===== src/rtl/hazard_sequencer.sv =====
// rtl/hazard_sequencer.sv - pipeline hazard unit: forwarding, load-use stall, multi-cycle hold, branch flush
module hazard_sequencer #(
  parameter int MULT_CYCLES = 4
) (
  input  logic       Clk,
  input  logic       Rst,
  input  logic [4:0] IFID_Rs,
  input  logic [4:0] IFID_Rt,
  input  logic [4:0] IDEX_Rs,
  input  logic [4:0] IDEX_Rt,
  input  logic       IDEX_MemRead,
  input  logic       IDEX_MultStart,
  input  logic       EXMEM_RegWrite,
  input  logic       MEMWB_RegWrite,
  input  logic [4:0] EXMEM_Rd,
  input  logic [4:0] MEMWB_Rd,
  input  logic       BranchTaken,
  output logic [1:0] ForwardA,
  output logic [1:0] ForwardB,
  output logic       PCWrite,
  output logic       IFIDWrite,
  output logic       Bubble,
  output logic       ExHold,
  output logic       FlushIFID,
  output logic       MultBusy
);

  typedef enum logic [1:0] {
    IDLE  = 2'd0,
    BUSY  = 2'd1,
    FLUSH = 2'd2
  } state_t;

  localparam logic [3:0] LP_CNT_INIT = 4'(MULT_CYCLES - 1);

  state_t     r_state;
  state_t     w_state_nxt;
  logic [3:0] r_cnt;
  logic [3:0] w_cnt_nxt;

  logic w_exmem_a;
  logic w_exmem_b;
  logic w_memwb_a;
  logic w_memwb_b;
  logic w_load_use;

  assign w_exmem_a  = EXMEM_RegWrite && (EXMEM_Rd != 5'd0) && (EXMEM_Rd == IDEX_Rs);
  assign w_exmem_b  = EXMEM_RegWrite && (EXMEM_Rd != 5'd0) && (EXMEM_Rd == IDEX_Rt);
  assign w_memwb_a  = MEMWB_RegWrite && (MEMWB_Rd != 5'd0) && (MEMWB_Rd == IDEX_Rs);
  assign w_memwb_b  = MEMWB_RegWrite && (MEMWB_Rd != 5'd0) && (MEMWB_Rd == IDEX_Rt);
  assign w_load_use = IDEX_MemRead && (IDEX_Rt != 5'd0) &&
                      ((IDEX_Rt == IFID_Rs) || (IDEX_Rt == IFID_Rt));

  // Operand forwarding: newest producer (EX/MEM) wins; forced to register file during reset
  always_comb begin
    ForwardA = 2'b00;
    ForwardB = 2'b00;
    if (!Rst) begin
      if (w_exmem_a)      ForwardA = 2'b10;
      else if (w_memwb_a) ForwardA = 2'b01;
      if (w_exmem_b)      ForwardB = 2'b10;
      else if (w_memwb_b) ForwardB = 2'b01;
    end
  end

  // State and multi-cycle counter registers
  always_ff @(posedge Clk) begin
    if (Rst) begin
      r_state <= IDLE;
      r_cnt   <= 4'd0;
    end else begin
      r_state <= w_state_nxt;
      r_cnt   <= w_cnt_nxt;
    end
  end

  // Next-state and control outputs; in IDLE branch beats multi-cycle start beats load-use
  always_comb begin
    w_state_nxt = r_state;
    w_cnt_nxt   = r_cnt;
    PCWrite     = 1'b1;
    IFIDWrite   = 1'b1;
    Bubble      = 1'b0;
    ExHold      = 1'b0;
    FlushIFID   = 1'b0;
    MultBusy    = 1'b0;
    if (!Rst) begin
      case (r_state)
        IDLE: begin
          if (BranchTaken) begin
            FlushIFID   = 1'b1;
            Bubble      = 1'b1;
            w_state_nxt = FLUSH;
          end else if (IDEX_MultStart) begin
            ExHold      = 1'b1;
            MultBusy    = 1'b1;
            PCWrite     = 1'b0;
            IFIDWrite   = 1'b0;
            w_cnt_nxt   = LP_CNT_INIT;
            w_state_nxt = BUSY;
          end else if (w_load_use) begin
            PCWrite   = 1'b0;
            IFIDWrite = 1'b0;
            Bubble    = 1'b1;
          end
        end
        BUSY: begin
          ExHold    = 1'b1;
          MultBusy  = 1'b1;
          PCWrite   = 1'b0;
          IFIDWrite = 1'b0;
          // Counter saturates at zero; reaching 1 (or an unexpected 0) ends the hold
          if (r_cnt != 4'd0) w_cnt_nxt = r_cnt - 4'd1;
          if (r_cnt <= 4'd1) w_state_nxt = IDLE;
        end
        FLUSH: begin
          FlushIFID   = 1'b1;
          Bubble      = 1'b1;
          w_state_nxt = IDLE;
        end
        default: begin
          w_state_nxt = IDLE;
          w_cnt_nxt   = 4'd0;
        end
      endcase
    end
  end

endmodule


===== config.mk =====
export PLATFORM = sky130hd
export DESIGN_NAME = hazard_sequencer
export DESIGN_NICKNAME = d
export VERILOG_FILES = /design/src/rtl/hazard_sequencer.sv
export SDC_FILE = /design/constraint.sdc
export NUM_CORES = 1
export LEC_CHECK = 0
export ABC_AREA = 1
export ABC_CLOCK_PERIOD_IN_PS = 1520
export BUFFER_PORTS_ARGS = -buffer_cell sky130_fd_sc_hd__buf_2
export CAP_MARGIN = 20
export CORE_ASPECT_RATIO = 1.2
export CORE_UTILIZATION = 45
export CTS_BUF_LIST = sky130_fd_sc_hd__clkbuf_16
export DETAILED_ROUTE_END_ITERATION = 6
export PLACE_DENSITY = 0.9
export SLEW_MARGIN = 20
export SYNTH_ARGS = -nofsm -noshare
export SYNTH_HDL_FRONTEND = slang
export SYNTH_SLANG_ARGS = --single-unit

===== constraint.sdc =====
create_clock -name Clk -period 1.52 [get_ports Clk]
set_input_delay 0.076 -clock Clk [delete_from_list [all_inputs] [get_ports Clk]]
set_output_delay 0.076 -clock Clk [all_outputs]
set_load 0.01 [all_outputs]

==> reports/metrics.cfg, run 1 <==
[yosys]
synth-seq-area-share_pct = 12.7
synth.largest_area_cell = sky130_fd_sc_hd__nand2_1
syn_inst = 166
post_synth_instance_area_um2 = 942
netlist-cell-type-count = 26
ys.flop_type = sky130_fd_sc_hd__dfxtp_1
ys_seq_elements = 6
post_synthesis_net_count = 206
asyncSetResetFlopFracSynth_pct = 0
post-synth-top-count-cell = sky130_fd_sc_hd__nand2_1
top_cells_by_instance_count_after_synthesis = sky130_fd_sc_hd__nand2_1, sky130_fd_sc_hd__inv_1, sky130_fd_sc_hd__nor2_1
yosys.area.top_type_share_pct = 15.1
leading_cell_types_by_total_area_after_synthesis = sky130_fd_sc_hd__nand2_1, sky130_fd_sc_hd__dfxtp_1, sky130_fd_sc_hd__inv_1
synth_edf_count = 0
synth.yosys.warnings = 0
synth_area_per_cell_um2 = 5.68

[clocking]
cts_htree_levels = 1
clkLatencyLatePin_ns = 0.23
cts_hold_buf = 0
clockBufferDepth = 2
numCtsBuffers = 3
cts.root.buffer_cell = sky130_fd_sc_hd__clkbuf_16
post_cts_resized = 0
post-cts-setup-buffers = 0
numClockSinks = 6
cts_tree = built
clkTransAtPathRegs_ns = 0.03

[route]
drtPass1Iterations = 6
num_vias = 1098
drt_first_iter_violations = 12
via_per_inst = 4.82
drtAntennaViolNets = 0
wl_um = 2350
drt-wirelength-per-cell_um = 10.3
post-route-drc-count = 2

[placed_design]
detailed_place.area_um2 = 1160
port-buffer-count = 46
gp_congestion = 0.830
worst_setup_slack_post_dpl_ns = 0.298
dpl.hpwl_um = 2020

[worst_setup_path]
worst-path-max-fanout = 6
critical-path-slowest-cell = sky130_fd_sc_hd__dfxtp_1
timing.critical_path.cells = inv_2, nor2_4, inv_1, a21oi_1, buf_2
critPathKind = reg2out
endpoint_kind = primary output
worstSetupStartpointType = flip-flop
crit_required_ns = 1.44
worstRegToRegCells = 8
cp_slowest_stage_delay_ns = 0.41
crit_arrival_ns = 1.26

[pwr]
seq_power_share_pct = 20.1
vdd.ir_drop.worst_mv = 0.875
p_leak_uw = 0.000715
power-per-cell-area_nw_per_um2 = 747
switching_share_of_power_pct = 30.4
power.switching_uw = 281
power.internal_uw = 643
clockPowerShare_pct = 46.9
combPwrFrac_pct = 33.0

[grt]
number_of_antenna_violations_at_the_first_check_in_global_routing = 0
grt_max_degree = 13
grt_pass1_vias = 1045
gr-total-overflow = 0
global_routing_usage_summed_across_all_routing_layers_pct = 23.8
wire_length_of_the_first_global_routing_pass_um = 3970

[timing]
number_of_failing_hold_endpoints_at_the_final_stage = 0
maxClockFrequency_mhz = 748
worst_rel_slew_slack_pct = 83.5
setup-violations-final = 0
fin_hold_ws_ns = 0.154
timing_max_transition_violations_final = 0
clock_skew_ns = 0.00145
rsz0062_at_grt = no
setup_total_negative_slack_ns = 0
period_share_pct = 88.0
final_critical_path_setup_slack_ns = 0.182
final.min_clock_period_ns = 1.34
worstMarginPinSlew_ns = 0.247

[floorplanning]
top_level_ports = 47
placeableCoreArea_um2 = 1890
rows = 17
start_util_pct = 49.8
die_x_um = 43.8
area_of_the_die_um2 = 2280
die_height_um = 52.1

[final_layout]
drive_above_1_share_pct = 26.3
layout-area-overhead-vs-synth_pct = 31.3
nNetsFinal = 251
antenna-diode-count = 0
design_area_um2 = 1240
fill_cells = 179

[status]
failed_checks = design-rule violations
run_status = finished with violations

[worst_hold_path]
worst_hold_path.num_cells = 3
min-delay-path-class = in2reg

[job]
timing.max_cap.violations = 0

==> worst max-delay path: cells and delay by family (launching register included) <==
kind / cells / cell delay [ns]
flip-flops: 1 / 0.41
buffers and inverters: 3 / 0.32
AO/OA/AOI/OAI: 1 / 0.18
AND/OR/NAND/NOR: 1 / 0.11
==> state kept, by name, summed over array words and instances (netlist names) <==
name	cells
r_cnt	4
r_state	2
==> per-layer routing <==
layer  share of wire (%)  track usage, %  vias to the layer above
li1                    -               -                      595
met1                  40            23.2                      463
met2                  52            44.0                       35
met3                 5.0            4.17                        5
met4                 2.3            16.7                        0
met5                   0               0                        -
==> metrics by stage <==
stage	power [uW]	util (%)	instances
after global routing	994	65.4	228
after global placement	485	61.4	225
final	925	65.4	228
after detailed placement	494	61.4	225
after floorplan	387	-	166
after CTS	936	65.4	228
==> area by class of cell <==
type                    instances  area (um^2)  area share, %
well taps                      19         23.8           1.92
clock buffers                   3         75.1           6.07
repair buffers                 46          230           18.6
multi-input cells             125          679           54.9
inverters                      29          109           8.80
flip-flops and latches          6          120           9.71
==> power by group through the flow <==
stage / Clock, uW / Combinational, uW / Sequential [uW]
2_1_floorplan: 0 / 202 / 185
3_3_place_gp: 0 / 299 / 187
3_5_place_dp: 0 / 306 / 188
4_1_cts: 444 / 307 / 186
5_1_grt: 458 / 348 / 188
6_report: 434 / 305 / 186
==> worst paths after layout <==
| check | startpoint | end | slack [ns] |
|---|---|---|---|
| min | BranchTaken | r_state[1]$_SDFFE_PP0P_ | 0.15 |
| max reg2reg | r_state[0]$_SDFFE_PP0P_ | r_cnt[3]$_SDFFE_PP0P_ | 0.29 |
| max | r_state[0]$_SDFFE_PP0P_ | ExHold | 0.18 |
| min reg2reg | r_cnt[3]$_SDFFE_PP0P_ | r_cnt[3]$_SDFFE_PP0P_ | 0.53 |
==> cell families after synthesis <==
kind of cell / count (synthesis) / synth area share, %
adders and majority gates: 3 / 3.98
xor gates and xnor gates: 21 / 19.5
buffers and inverters: 35 / 15.1
DFF: 6 / 12.7
AOI/OAI and AO/OA: 16 / 9.30
and+or+nand+nor: 85 / 39.3
==> cells in the final DEF, fill, tap and decap left out <==
cell	instances
sky130_fd_sc_hd__a211oi_1	3
sky130_fd_sc_hd__a21oi_1	8
sky130_fd_sc_hd__buf_2	46
sky130_fd_sc_hd__clkbuf_16	3
sky130_fd_sc_hd__clkinv_1	1
sky130_fd_sc_hd__dfxtp_1	6
sky130_fd_sc_hd__ha_1	3
sky130_fd_sc_hd__inv_1	27
sky130_fd_sc_hd__inv_2	1
sky130_fd_sc_hd__nand2_1	38
sky130_fd_sc_hd__nand2_2	1
sky130_fd_sc_hd__nand2_4	1
sky130_fd_sc_hd__nand3_1	11
sky130_fd_sc_hd__nand3_2	1
sky130_fd_sc_hd__nand4_1	1
sky130_fd_sc_hd__nor2_1	24
sky130_fd_sc_hd__nor2_2	1
sky130_fd_sc_hd__nor2_4	1
sky130_fd_sc_hd__nor3_1	5
sky130_fd_sc_hd__o21ai_0	4
sky130_fd_sc_hd__o21ai_1	1
sky130_fd_sc_hd__or2_0	1
sky130_fd_sc_hd__xnor2_1	10
sky130_fd_sc_hd__xor2_1	11
No activity file was read; power rests on OpenSTA's default activity.
==> inputs of run 2 (changes only) <==
--- a/config.mk
+++ b/config.mk
@@ -14,6 +14,7 @@
 export CTS_BUF_LIST = sky130_fd_sc_hd__clkbuf_16
 export DETAILED_ROUTE_END_ITERATION = 6
 export PLACE_DENSITY = 0.9
+export RECOVER_POWER = 50
 export SLEW_MARGIN = 20
 export SYNTH_ARGS = -nofsm -noshare
 export SYNTH_HDL_FRONTEND = slang
==> constraint.sdc (replaced) <==
create_clock -name Clk -period 1.52 [get_ports Clk]
set_input_delay 0.304 -clock Clk [delete_from_list [all_inputs] [get_ports Clk]]
set_output_delay 0.304 -clock Clk [all_outputs]
set_load 0.01 [all_outputs]
==> reports/metrics.cfg, run 2 (synthesis results as in run 1) <==
[status]
run_status = finished with violations
failed_checks = design-rule violations

[clocking]
clkLatencyLatePin_ns = 0.23  ; about the same
cts_tree = built
cts.root.buffer_cell = sky130_fd_sc_hd__clkbuf_16
numClockSinks = 6  ; unchanged
numCtsBuffers = 3  ; unchanged
clkTransAtPathRegs_ns = 0.03  ; about the same
clockBufferDepth = 2  ; unchanged
cts_hold_buf = 0  ; unchanged
cts_htree_levels = 1  ; unchanged

[timing]
number_of_failing_hold_endpoints_at_the_final_stage = 0  ; unchanged
worstMarginPinSlew_ns = 0.194  ; -0.0526 ns
final.min_clock_period_ns = 1.48  ; +0.142 ns
maxClockFrequency_mhz = 676  ; -9.6%
worst_rel_slew_slack_pct = 87.0  ; +3.5 points
timing_max_transition_violations_final = 0  ; unchanged
rsz0062_at_grt = yes
period_share_pct = 97.3  ; +9.3 points
clock_skew_ns = 0.000985  ; -0.000470 ns
setup-violations-final = 0  ; unchanged

[final_layout]
layout-area-overhead-vs-synth_pct = 38.5
largest_reg_flops = 4  ; unchanged
nNetsFinal = 253  ; +0.80%
registers.top_by_ff_count = r_cnt
biggestRegsByFlops = r_cnt (4), r_state (2)
layout.cells.most_common = sky130_fd_sc_hd__buf_2
drive_above_1_share_pct = 31.3  ; +5.0 points
final_cell_mix = sky130_fd_sc_hd__buf_2, sky130_fd_sc_hd__nand2_1, sky130_fd_sc_hd__nor2_1
antenna-diode-count = 0  ; unchanged
design_area_um2 = 1310  ; +5.5%
regArea_um2 = 125  ; +4.2%
final_core_util_pct = 68.9  ; +3.6 points
area_taken_by_multi_input_logic_gates_um2 = 686  ; +0.92%
fill_cells = 169  ; -5.6%

[floorplanning]
top_level_ports = 47  ; unchanged
rows = 17  ; unchanged
die_x_um = 43.8  ; unchanged
area_of_the_die_um2 = 2280  ; unchanged
start_util_pct = 49.8  ; unchanged
die_height_um = 52.1  ; unchanged
placeableCoreArea_um2 = 1890  ; unchanged

[worst_setup_path]
worst-path-max-fanout = 3  ; -3
worst_path_dominant_cell_family = simple AND/OR/NAND/NOR gates
crit_required_ns = 1.22  ; -0.22 ns
cp_slowest_stage_delay_ns = 0.19  ; -0.22 ns
endpoint_kind = primary output
worstSetupStartpointType = input pin
cp.depth = 7  ; +2
critPathKind = in2out
worstRegToRegCells = 8  ; unchanged
critical-path-top-cell-by-count = sky130_fd_sc_hd__buf_2
timing.critical_path.cells = buf_2, xnor2_1, nand2_1, nor3_1, nand3_1, nor2_1, buf_2
crit_arrival_ns = 1.18  ; -0.08 ns
critical-path-slowest-cell = sky130_fd_sc_hd__xnor2_1
critical_path_buf_inv_count = 2  ; -1

[grt]
grt_pass1_vias = 990  ; -5.3%
number_of_antenna_violations_at_the_first_check_in_global_routing = 0  ; unchanged
wire_length_of_the_first_global_routing_pass_um = 3790  ; -4.7%
global_routing_usage_summed_across_all_routing_layers_pct = 22.7  ; -1.1 points
gr-total-overflow = 0  ; unchanged
grt_max_degree = 8  ; -5

[job]
timing.max_cap.violations = 0  ; unchanged

[route]
wl_um = 2460  ; +4.8%
via_per_inst = 4.81  ; -0.15%
num_vias = 1106  ; +0.73%
post-route-drc-count = 2  ; unchanged
drtPass1Iterations = 6  ; unchanged
drt-wirelength-per-cell_um = 10.7  ; +3.9%
drtAntennaViolNets = 0  ; unchanged
drt_first_iter_violations = 23  ; +11

[placed_design]
port-buffer-count = 46  ; unchanged
detailed_place.area_um2 = 1180  ; +1.3%
dpl.hpwl_um = 2040  ; +0.84%
gp_congestion = 0.835  ; +0.63%

[pwr]
power.total_uw = 943  ; +1.9%
vdd.ir_drop.worst_mv = 0.567  ; -35%
p_leak_uw = 0.000738  ; +3.3%
power-per-cell-area_nw_per_um2 = 722  ; -3.3%

[worst_hold_path]
min-delay-path-class = in2reg
worst_hold_path.num_cells = 2  ; -1

-- run 2: path summary, 6_finish.rpt --
| kind | start | to | slack (ns) |
|---|---|---|---|
| setup / recovery | MEMWB_Rd[1] | ForwardB[0] | 0.04 |
| hold / removal | Rst | r_state[0]$_SDFFE_PP0P_ | 0.31 |
| setup reg to reg | r_cnt[0]$_SDFFE_PP0P_ | r_cnt[3]$_SDFFE_PP0P_ | 0.22 |
| hold reg to reg | r_cnt[2]$_SDFFE_PP0P_ | r_cnt[2]$_SDFFE_PP0P_ | 0.50 |
-- run 2: what timing repair did --
action                                  4_1_cts  5_1_grt
endpoints found under the hold margin         0        0
cloned                                        0        0
endpoints found under the setup margin        4        8
setup buffers                                 0        0
pin swaps                                     0        7
gates resized for setup                       3       25
-- run 2: layout make-up --
| type | instances | share of cell area (%) |
|---|---|---|
| inverter | 29 | 8.53 |
| sequential | 6 | 9.59 |
| tap | 19 | 1.82 |
| clock buffer | 3 | 5.75 |
| multi-input combinational | 125 | 52.5 |
| timing repair buffer | 48 | 21.8 |
-- run 2: routing by layer --
layer	part of all wire [%]	GRT usage [%]
met5	0	0
met4	2.2	14.1
met3	4.3	2.08
met2	52	42.3
met1	42	23.9
-- run 2: metrics by stage --
stage	hold slack (ns)	cells	setup WS, ns	setup TNS (ns)
floorplan	0.464	166	0.0600	0
global placement	0.483	227	0.00908	0
detailed placement	0.488	227	0.00215	0
CTS	0.316	230	0.00706	0
global route	0.341	230	-0.0263	-0.0589
finish	0.314	230	0.0404	0
-- run 2: report_power, final --
| group | internal, uW | switching, uW | total (uW) |
|---|---|---|---|
| Sequential | 173 | 13.2 | 186 |
| Combinational | 148 | 178 | 326 |
| Clock | 338 | 92.2 | 430 |
==> inputs of run 3 (changes only) <==
--- a/config.mk
+++ b/config.mk
@@ -6,7 +6,7 @@
 export NUM_CORES = 1
 export LEC_CHECK = 0
 export ABC_AREA = 1
-export ABC_CLOCK_PERIOD_IN_PS = 1520
+export ABC_CLOCK_PERIOD_IN_PS = 1500
 export BUFFER_PORTS_ARGS = -buffer_cell sky130_fd_sc_hd__buf_2
 export CAP_MARGIN = 20
 export CORE_ASPECT_RATIO = 1.2
==> constraint.sdc (replaced) <==
create_clock -name Clk -period 1.5 [get_ports Clk]
set_input_delay 0.3 -clock Clk [delete_from_list [all_inputs] [get_ports Clk]]
set_output_delay 0.3 -clock Clk [all_outputs]
set_load 0.01 [all_outputs]
==> reports/metrics.cfg, run 3 (synthesis results as in run 1) <==
[status]
run_status = finished with violations
failed_checks = design-rule violations, negative setup slack

[final_layout]
area_taken_by_multi_input_logic_gates_um2 = 732  ; +6.8%
final_cell_mix = sky130_fd_sc_hd__nand2_1, sky130_fd_sc_hd__buf_2, sky130_fd_sc_hd__nor2_1
final_core_util_pct = 76.8  ; +7.9 points
antenna-diode-count = 0  ; unchanged
registers.top_by_ff_count = r_cnt
biggestRegsByFlops = r_cnt (4), r_state (2)
layout-area-overhead-vs-synth_pct = 54.3
largest_reg_flops = 4  ; unchanged
fill_cells = 132  ; -22%
regArea_um2 = 125  ; unchanged
nNetsFinal = 258  ; +2.0%
drive_above_1_share_pct = 39.4  ; +8.1 points

[placed_design]
port-buffer-count = 46  ; unchanged
gp_congestion = 0.844  ; +1.1%
dpl.hpwl_um = 1860  ; -9.0%

[timing]
worst_rel_slew_slack_pct = 85.4  ; -1.6 points
setup-violations-final = 1  ; +1
fin_hold_ws_ns = 0.279  ; -0.0354 ns
setup_total_negative_slack_ns = -0.0328  ; -0.0328 ns
number_of_failing_hold_endpoints_at_the_final_stage = 0  ; unchanged
period_share_pct = 102
rsz0062_at_grt = yes
clock_skew_ns = 0.00178  ; +0.000794 ns
final.min_clock_period_ns = 1.53
final_critical_path_setup_slack_ns = -0.0328  ; -0.0732 ns
maxClockFrequency_mhz = 652
worstMarginPinSlew_ns = 0.217  ; +0.0230 ns
timing_max_transition_violations_final = 0  ; unchanged

[pwr]
seq_power_share_pct = 18.8  ; -1.0 points
switching_share_of_power_pct = 31.1  ; +0.96 points
clockPowerShare_pct = 43.4  ; -2.2 points
combPwrFrac_pct = 37.8  ; +3.2 points
power.total_uw = 1020  ; +7.7%
p_leak_uw = 0.000785  ; +6.4%
power.internal_uw = 700  ; +6.2%
power-per-cell-area_nw_per_um2 = 698  ; -3.3%
vdd.ir_drop.worst_mv = 0.548  ; -3.3%
power.switching_uw = 315  ; +11%

[worst_setup_path]
r2r-end = r_cnt[3]$_SDFFE_PP0P_
worst-r2r-setup-slack_ns = 0.20  ; -0.02 ns
critPathCapture = ForwardB[0]
timing.critical_path.cells = buf_2, xnor2_1, nand2_1, nor3_1, nand3_1, nor2_1, buf_2
cp_slowest_stage_delay_ns = 0.19  ; about the same
critical-path-slowest-cell = sky130_fd_sc_hd__nor3_1
worst-path-max-fanout = 3  ; unchanged
crit_arrival_ns = 1.23  ; +0.05 ns
r2r_start = r_state[0]$_SDFFE_PP0P_
worstSetupStartpointType = input pin
worstRegToRegCells = 9  ; +1
critPathKind = in2out
endpoint_kind = primary output
crit_required_ns = 1.20  ; -0.02 ns
cp-startpoint = MEMWB_Rd[1]
critical-path-top-cell-by-count = sky130_fd_sc_hd__buf_2

[floorplanning]
placeableCoreArea_um2 = 1890  ; unchanged
top_level_ports = 47  ; unchanged
start_util_pct = 49.8  ; unchanged
area_of_the_die_um2 = 2280  ; unchanged
die_x_um = 43.8  ; unchanged
die_height_um = 52.1  ; unchanged
rows = 17  ; unchanged

[clocking]
clkTransAtPathRegs_ns = 0.03  ; about the same
cts_hold_buf = 0  ; unchanged
clockBufferDepth = 2  ; unchanged
cts_tree = built
numCtsBuffers = 3  ; unchanged
clkLatencyLatePin_ns = 0.23  ; about the same
cts_htree_levels = 1  ; unchanged
numClockSinks = 6  ; unchanged
cts.root.buffer_cell = sky130_fd_sc_hd__clkbuf_16

[route]
drt-wirelength-per-cell_um = 11.9  ; +11%
drtAntennaViolNets = 0  ; unchanged
wl_um = 2790  ; +14%
drtPass1Iterations = 6  ; unchanged
num_vias = 1173  ; +6.1%
post-route-drc-count = 2  ; unchanged
via_per_inst = 4.99  ; +3.8%
drt_first_iter_violations = 29  ; +26%

[grt]
gr-total-overflow = 0  ; unchanged
wire_length_of_the_first_global_routing_pass_um = 3590  ; -5.1%
global_routing_usage_summed_across_all_routing_layers_pct = 21.0  ; -1.7 points
grt_pass1_vias = 941  ; -4.9%
grt_max_degree = 9  ; +1
number_of_antenna_violations_at_the_first_check_in_global_routing = 0  ; unchanged

[job]
timing.max_cap.violations = 0  ; unchanged

[worst_hold_path]
min-delay-path-class = in2reg

-- run 3: cell types whose count changed in the layout (fill, tap and decap cells not counted), sizes merged --
cell | previous run | this run
buf | 48 | 53
-- run 3: cell type report --
cell class	count	area share (%)
Multi-Input combinational cell	125	50.3
Sequential cell	6	8.61
Timing Repair Buffer	53	25.9
Inverter	29	8.35
Clock buffer	3	5.16
Tap cell	19	1.64
-- run 3: worst min path at each step --
stage                                from                      end  depth (start not counted)
floorplan                             Rst    r_cnt[3]$_SDFFE_PP0P_                          3
global placement    r_cnt[2]$_SDFFE_PP0P_    r_cnt[2]$_SDFFE_PP0P_                          2
detailed placement  r_cnt[2]$_SDFFE_PP0P_    r_cnt[2]$_SDFFE_PP0P_                          2
CTS                                   Rst  r_state[0]$_SDFFE_PP0P_                          2
global route                          Rst  r_state[0]$_SDFFE_PP0P_                          2
finish                                Rst  r_state[0]$_SDFFE_PP0P_                          2
-- run 3: critical path: cells and delay by family --
family	cells	cell delay, ns
xor gates and xnor gates	1	0.17
buffers and inverters	2	0.27
and+or+nand+nor	4	0.50
-- run 3: timing repair --
item	CTS	global route
endpoints found under the setup margin	4	9
gates resized for setup	5	54
endpoints found under the hold margin	0	0
setup buffers	0	4
pin swaps	0	20
-- run 3: routing by layer --
metal	wire length (um)	share of wire, %	GRT usage [%]
met1	1110	40	23.3
met2	1480	53	38.3
met3	134	4.8	2.43
met4	60	2.1	10.9
met5	0	0	0
-- run 3: power by group through the flow --
| stage | Sequential (uW) | Combinational, uW | Clock, uW |
|---|---|---|---|
| 2_1_floorplan | 187 | 205 | 0 |
| 3_3_place_gp | 190 | 310 | 0 |
| 3_5_place_dp | 190 | 313 | 0 |
| 4_1_cts | 189 | 317 | 445 |
| 5_1_grt | 192 | 421 | 448 |
| 6_report | 190 | 384 | 441 |
-- run 3: stage by stage --
stage,std cells,cell area (um^2),setup slack [ns]
2_1_floorplan,166,942,0.0480
3_3_place_gp,228,1180,-0.00987
3_5_place_dp,228,1180,-0.00427
4_1_cts,231,1270,0.00199
5_1_grt,235,1450,-0.0710
6_report,235,1450,-0.0328
